## src/rtl/multi_pad_pkg.sv

```systemverilog
// Shared state encoding and default timing for the multi-pad serial controller reader.
package multi_pad_pkg;

  localparam int DEF_NUM_BITS    = 8;
  localparam int DEF_CLK_DIV     = 240;
  localparam int DEF_POLL_PERIOD = 666666;

  typedef enum logic [2:0] {
    IDLE     = 3'd0,
    LATCH    = 3'd1,
    PULSE_HI = 3'd2,
    PULSE_LO = 3'd3,
    PUBLISH  = 3'd4
  } state_t;

  // Counter width that can hold 0..n-1, never narrower than one bit.
  function automatic int cnt_w(input int n);
    return (n <= 2) ? 1 : $clog2(n);
  endfunction

endpackage

```

## src/rtl/pad_shift_channel.sv

```systemverilog
// One pad lane: 2-flop synchroniser into a NUM_BITS shift register, MSB-first, inverted to active-high.
// Latency: 2 cycles of synchroniser before a sample; no backpressure, shifts only on sample.
module pad_shift_channel
  import multi_pad_pkg::*;
#(
  parameter int NUM_BITS = DEF_NUM_BITS
) (
  input  logic                clk,
  input  logic                nrst,
  input  logic                pad_data,
  input  logic                sample,
  output logic [NUM_BITS-1:0] frame
);

  logic [1:0]          sync;
  logic [NUM_BITS-1:0] shreg;

  // Synchroniser resets to the released (high) line level.
  always_ff @(posedge clk or negedge nrst) begin
    if (!nrst) begin
      sync  <= 2'b11;
      shreg <= '0;
    end else begin
      sync <= {sync[0], pad_data};
      if (sample) begin
        shreg <= {shreg[NUM_BITS-2:0], ~sync[1]};
      end
    end
  end

  assign frame = shreg;

endmodule

```

## src/rtl/multi_pad_reader.sv

```systemverilog
// Reads NUM_PADS NES/SNES pads in lockstep over a shared latch/pulse pair; results publish 2*CLK_DIV*(NUM_BITS+1) cycles after latch rises.
// No backpressure: valid is a one-cycle strobe, outputs hold until the next completed frame.
module multi_pad_reader
  import multi_pad_pkg::*;
#(
  parameter int NUM_PADS    = 2,
  parameter int NUM_BITS    = DEF_NUM_BITS,
  parameter int CLK_DIV     = DEF_CLK_DIV,
  parameter int POLL_PERIOD = DEF_POLL_PERIOD
) (
  input  logic                         clk,
  input  logic                         nrst,
  input  logic                         en,
  input  logic                         poll_now,
  input  logic [NUM_PADS-1:0]          pad_data,
  output logic                         latch,
  output logic                         pulse,
  output logic [NUM_PADS*NUM_BITS-1:0] buttons,
  output logic [NUM_PADS*NUM_BITS-1:0] pressed,
  output logic [NUM_PADS*NUM_BITS-1:0] released,
  output logic                         valid,
  output logic                         busy
);

  localparam int W     = NUM_PADS * NUM_BITS;
  localparam int PH_W  = cnt_w(2 * CLK_DIV);
  localparam int BIT_W = cnt_w(NUM_BITS + 1);
  localparam int TMR_W = cnt_w(POLL_PERIOD);

  localparam logic [PH_W-1:0]  PH_LATCH_END = PH_W'(2 * CLK_DIV - 1);
  localparam logic [PH_W-1:0]  PH_HALF_END  = PH_W'(CLK_DIV - 1);
  localparam logic [BIT_W-1:0] BIT_LAST     = BIT_W'(NUM_BITS - 1);
  localparam logic [TMR_W-1:0] TMR_END      = TMR_W'(POLL_PERIOD - 1);

  state_t             state, state_next;
  logic [PH_W-1:0]    phase, phase_next;
  logic [BIT_W-1:0]   bit_cnt, bit_next;
  logic [TMR_W-1:0]   timer;
  logic               sample, load, start;
  logic [W-1:0]       frame;

  for (genvar p = 0; p < NUM_PADS; p++) begin : g_pad
    pad_shift_channel #(
      .NUM_BITS (NUM_BITS)
    ) u_ch (
      .clk      (clk),
      .nrst     (nrst),
      .pad_data (pad_data[p]),
      .sample   (sample),
      .frame    (frame[p*NUM_BITS +: NUM_BITS])
    );
  end

  always_comb begin
    state_next = state;
    phase_next = phase + 1'b1;
    bit_next   = bit_cnt;
    sample     = 1'b0;
    load       = 1'b0;
    start      = 1'b0;
    case (state)
      IDLE: begin
        phase_next = '0;
        bit_next   = '0;
        if (en && (poll_now || timer == TMR_END)) begin
          state_next = LATCH;
          start      = 1'b1;
        end
      end
      LATCH: begin
        if (phase == PH_LATCH_END) begin
          sample     = 1'b1;
          phase_next = '0;
          state_next = PULSE_HI;
        end
      end
      PULSE_HI: begin
        if (phase == PH_HALF_END) begin
          phase_next = '0;
          state_next = PULSE_LO;
        end
      end
      PULSE_LO: begin
        if (phase == PH_HALF_END) begin
          phase_next = '0;
          // The last pulse only clocks the pad past its final bit; nothing left to sample.
          if (bit_cnt == BIT_LAST) begin
            load       = 1'b1;
            state_next = PUBLISH;
          end else begin
            sample     = 1'b1;
            bit_next   = bit_cnt + 1'b1;
            state_next = PULSE_HI;
          end
        end
      end
      PUBLISH: begin
        state_next = IDLE;
      end
      default: begin
        state_next = IDLE;
      end
    endcase
    if (!en) begin
      state_next = IDLE;
      phase_next = '0;
      bit_next   = '0;
      sample     = 1'b0;
      load       = 1'b0;
    end
  end

  // Strobes are registered from the next state so the pad lines never see decode glitches.
  always_ff @(posedge clk or negedge nrst) begin
    if (!nrst) begin
      state   <= IDLE;
      phase   <= '0;
      bit_cnt <= '0;
      latch   <= 1'b0;
      pulse   <= 1'b0;
    end else begin
      state   <= state_next;
      phase   <= phase_next;
      bit_cnt <= bit_next;
      latch   <= (state_next == LATCH);
      pulse   <= (state_next == PULSE_HI);
    end
  end

  // Timer saturates so an expiry during a frame starts the next one as soon as IDLE is reached.
  always_ff @(posedge clk or negedge nrst) begin
    if (!nrst) begin
      timer <= '0;
    end else if (start) begin
      timer <= '0;
    end else if (en && timer != TMR_END) begin
      timer <= timer + 1'b1;
    end
  end

  always_ff @(posedge clk or negedge nrst) begin
    if (!nrst) begin
      buttons  <= '0;
      pressed  <= '0;
      released <= '0;
    end else if (load) begin
      buttons  <= frame;
      pressed  <= frame & ~buttons;
      released <= ~frame & buttons;
    end
  end

  assign valid = (state == PUBLISH);
  assign busy  = (state != IDLE);

endmodule

```

## config.mk

```make
export PLATFORM = sky130hd
export DESIGN_NAME = multi_pad_reader
export DESIGN_NICKNAME = d
export VERILOG_FILES = /design/src/rtl/multi_pad_pkg.sv /design/src/rtl/pad_shift_channel.sv /design/src/rtl/multi_pad_reader.sv
export SDC_FILE = /design/constraint.sdc
export NUM_CORES = 1
export LEC_CHECK = 0
export BUFFER_PORTS_ARGS = -buffer_cell sky130_fd_sc_hd__buf_2
export CAP_MARGIN = 10
export CORE_ASPECT_RATIO = 1.4
export CORE_UTILIZATION = 62
export CTS_CLUSTER_DIAMETER = 30
export DETAILED_ROUTE_END_ITERATION = 16
export GPL_ROUTABILITY_DRIVEN = 0
export GPL_TIMING_DRIVEN = 0
export PLACE_DENSITY = 0.87
export SLEW_MARGIN = 20
export SYNTH_ARGS = -nofsm -noshare
export SYNTH_HDL_FRONTEND = slang
export SYNTH_SLANG_ARGS = --single-unit
```

## constraint.sdc

```tcl
create_clock -name clk -period 5.2 [get_ports clk]
set_input_delay 0.52 -clock clk [delete_from_list [all_inputs] [get_ports clk]]
set_output_delay 0.52 -clock clk [all_outputs]
set_load 0.02 [all_outputs]
```

==> impl_metrics.json <==
{
  "status": "finished clean",
  "viasPerCell": 5.705,
  "slowest_delay_ps": 420,
  "cap_violations": 0,
  "dieWidth_um": 75.81,
  "initial_core_util_pct": 64.24,
  "critPathKind": "reg2reg",
  "synth_cells": 427,
  "dieHeight_um": 105.3,
  "numCtsBuffers": 9,
  "fin_util_pct": 72.97,
  "path_cells": "ha_1, and3_4, buf_6, and3_4, buf_6, and3_4, buf_6, a31oi_4, buf_12, mux2_4",
  "grt_max_degree": 55,
  "ctsResizeCount": 0,
  "syn-num-nets": 437,
  "place_area_sq_um": 5169,
  "fin_tns_setup_ps": 0,
  "synth-compound-area-share_pct": 7.489,
  "synth_top_cell_area_share_pct": 53.98,
  "arrival_ps": 2680,
  "synthFlopType": "dfrtp_1",
  "wirelength_um": 9604,
  "power.leakage_nw": 2.629,
  "worst_pin_slew_ps": 705.7,
  "synthMostInstantiatedCell": "dfrtp_1",
  "critPathCaptureType": "flip-flop",
  "powerDensity_nw_per_um2": 268.1,
  "die_area_sq_um": 7985,
  "synth_enable_flop_cells": 0,
  "synth_top_family_by_area": "simple AND/OR/NAND/NOR gates",
  "cts_root_buf": "clkbuf_8",
  "postRouteAntennaNets": 0,
  "ys_seq_elements": 106,
  "yosys.area_share.simple_pct": 19.40,
  "dp_hpwl_um": 6857,
  "hold_buffers": 0,
  "worstPathMaxFanout": 10,
  "path_buf_inv": 4,
  "async_flop_share_pct": 100.0,
  "period_share_pct": 46.76,
  "vias": 3406,
  "synth_commonest_cells": "102 x dfrtp_1, 57 x nand2_1, 37 x o21ai_0, 34 x nor2_1, 28 x nand2b_1",
  "antennaDiodeCount": 0,
  "cts_tree": "done",
  "grt_pass1_vias": 3437,
  "drv_slew": 0,
  "worstReg2RegStart": "phase[0]$_DFF_PN0_",
  "drc": 0,
  "clockBufferDepth": 2,
  "yosys-top-cells-area": "dfrtp_1 54%, mux2_2 5.0%, nand2_1 4.5%",
  "finish.net_count": 506,
  "clkSlewWorstSetupHoldPaths_ps": 100,
  "avgRoutedWirePerCell_um": 16.09,
  "yosysWarnings": 0,
  "antenna_found_initial": 0,
  "fmax_ghz": 0.4113,
  "fin_skew_ps": 11.89,
  "netlist_area_sq_um": 4728,
  "grt_first_pass_wirelength_um": 16260,
  "startpoint": "phase[0]$_DFF_PN0_",
  "first_iter_violations": 213,
  "drt_pass1_iterations": 4,
  "startpoint_type": "flip-flop",
  "core-area_sq_um": 7361,
  "overflow": 0,
  "cts_setup_buffers": 0,
  "grt_usage_pct": 27.11,
  "clock-sinks": 106,
  "slowest_stage": "dfrtp_1",
  "cts_htree_levels": 3,
  "hold_path.class": "in2async",
  "rsz0062_at_grt": "false",
  "critPathRequiredTime_ps": 5450,
  "layout_min_cycle_time_ps": 2431,
  "hold_violations": 0,
  "slew_headroom_pct": 52.52,
  "critPathTopFamily": "buffers and inverters",
  "ios": 58,
  "finalInstanceArea_sq_um": 5371,
  "muxShareOfSynthArea_pct": 7.965,
  "drive_gt1_share_pct": 25.60,
  "synthDistinctLibCells": 51,
  "seq_area_frac_synth_pct": 56.21,
  "port-buffer-count": 57,
  "clk_latency_ps": 370,
  "area_growth_pct": 13.60,
  "std_cell_rows": 37,
  "synth_top_cell_by_area": "dfrtp_1",
  "finalSetupViolations": 0,
  "avgSynthCellArea_sq_um": 11.07,
  "post_synth_xor_area_fraction_pct": 4.446,
  "synthAdderAreaFrac_pct": 1.058,
  "ir_worst_vdd_mv": 0.1692
}
==> final timing paths <==
kind	slack (ps)	to	cells after the start
worst max register to register	2770	g_pad[1].u_ch.frame[6]$_DFFE_PN0P_	10
worst min-delay path	90	released[15]$_DFFE_PN0P_	1
max in group asynchronous	4480	pressed[9]$_DFFE_PN0P_	2
min in group clk	250	g_pad[0].u_ch.sync[0]$_DFF_PN1_	1
worst max-delay path	2770	g_pad[1].u_ch.frame[6]$_DFFE_PN0P_	10
worst min register to register	360	g_pad[0].u_ch.sync[1]$_DFF_PN1_	0
==> registers in the layout, summed over array words and instances (netlist names) <==
name              count
released             16
phase                 9
latch                 1
g_pad.u_ch.sync       4
bit_cnt               4
timer                20
buttons              16
pulse                 1
state                 3
g_pad.u_ch.frame     16
pressed              16
==> through the flow <==
stage | std cells | power (mW) | worst slack, ps | hold WS [ps]
2_1_floorplan | 427 | 0.9018 | 2941 | 224.4
3_5_place_dp | 582 | 0.9374 | 2777 | 348.1
5_1_grt | 597 | 1.492 | 2663 | 123.5
3_3_place_gp | 581 | 0.9312 | 2553 | 346.7
6_report | 597 | 1.440 | 2769 | 90.85
4_1_cts | 597 | 1.450 | 2768 | 95.46
==> where the power goes <==
part	internal (mW)	total [mW]	switching, mW
clock network	0.249	0.518	0.269
logic	0.0231	0.0723	0.0492
registers	0.837	0.849	0.0125
==> cell usage in the layout, fill, tap and decap left out, types with 2 or more instances in the layout <==
master	count
nor2b_1	3
nor3_1	5
a31oi_1	2
a21oi_1	5
xor2_1	15
xnor2_1	9
nand2b_1	28
and3_4	3
nand2_1	57
dfrtp_1	102
and2_1	2
nand3b_1	2
clkbuf_8	11
ha_1	4
nand4_1	8
or3_1	4
mux2_4	8
nor4_1	3
and4_1	2
nand3_1	13
nor2_1	34
a211oi_1	3
buf_6	7
o211ai_1	2
mux2_2	21
mux2i_1	2
o31ai_1	4
buf_2	59
o21ai_0	37
clkbuf_1	10
inv_1	7
dfstp_2	4
==> logic make-up (layout without fill, tap and decap cells) <==
family / count (synthesis) / in the layout
buffers and inverters: 26 / 99
AOI/OAI and AO/OA: 59 / 59
adders and majority gates: 4 / 4
DFF: 106 / 106
xor gates and xnor gates: 24 / 24
muxes: 31 / 31
and+or+nand+nor: 177 / 177
==> layout make-up <==
type / instances / area [sq um]
Buffer: 19 / 136.4
Sequential cell: 106 / 2658
Fill cell: 478 / 1989
Inverter: 7 / 26.28
Multi-Input combinational cell: 295 / 1908
Timing Repair Buffer: 58 / 319.1
Clock inverter: 3 / 47.55
Tap cell: 97 / 121.4
Clock buffer: 12 / 155.1
==> metal layers <==
layer | routed length [um] | share of wire [%] | GRT usage (%)
met5 | 0 | 0 | 0
met1 | 3829 | 40 | 32.03
met2 | 5154 | 54 | 46.14
met4 | 314 | 3.3 | 13.62
met3 | 305 | 3.2 | 4.398
Power figures use the tool's default switching activity.
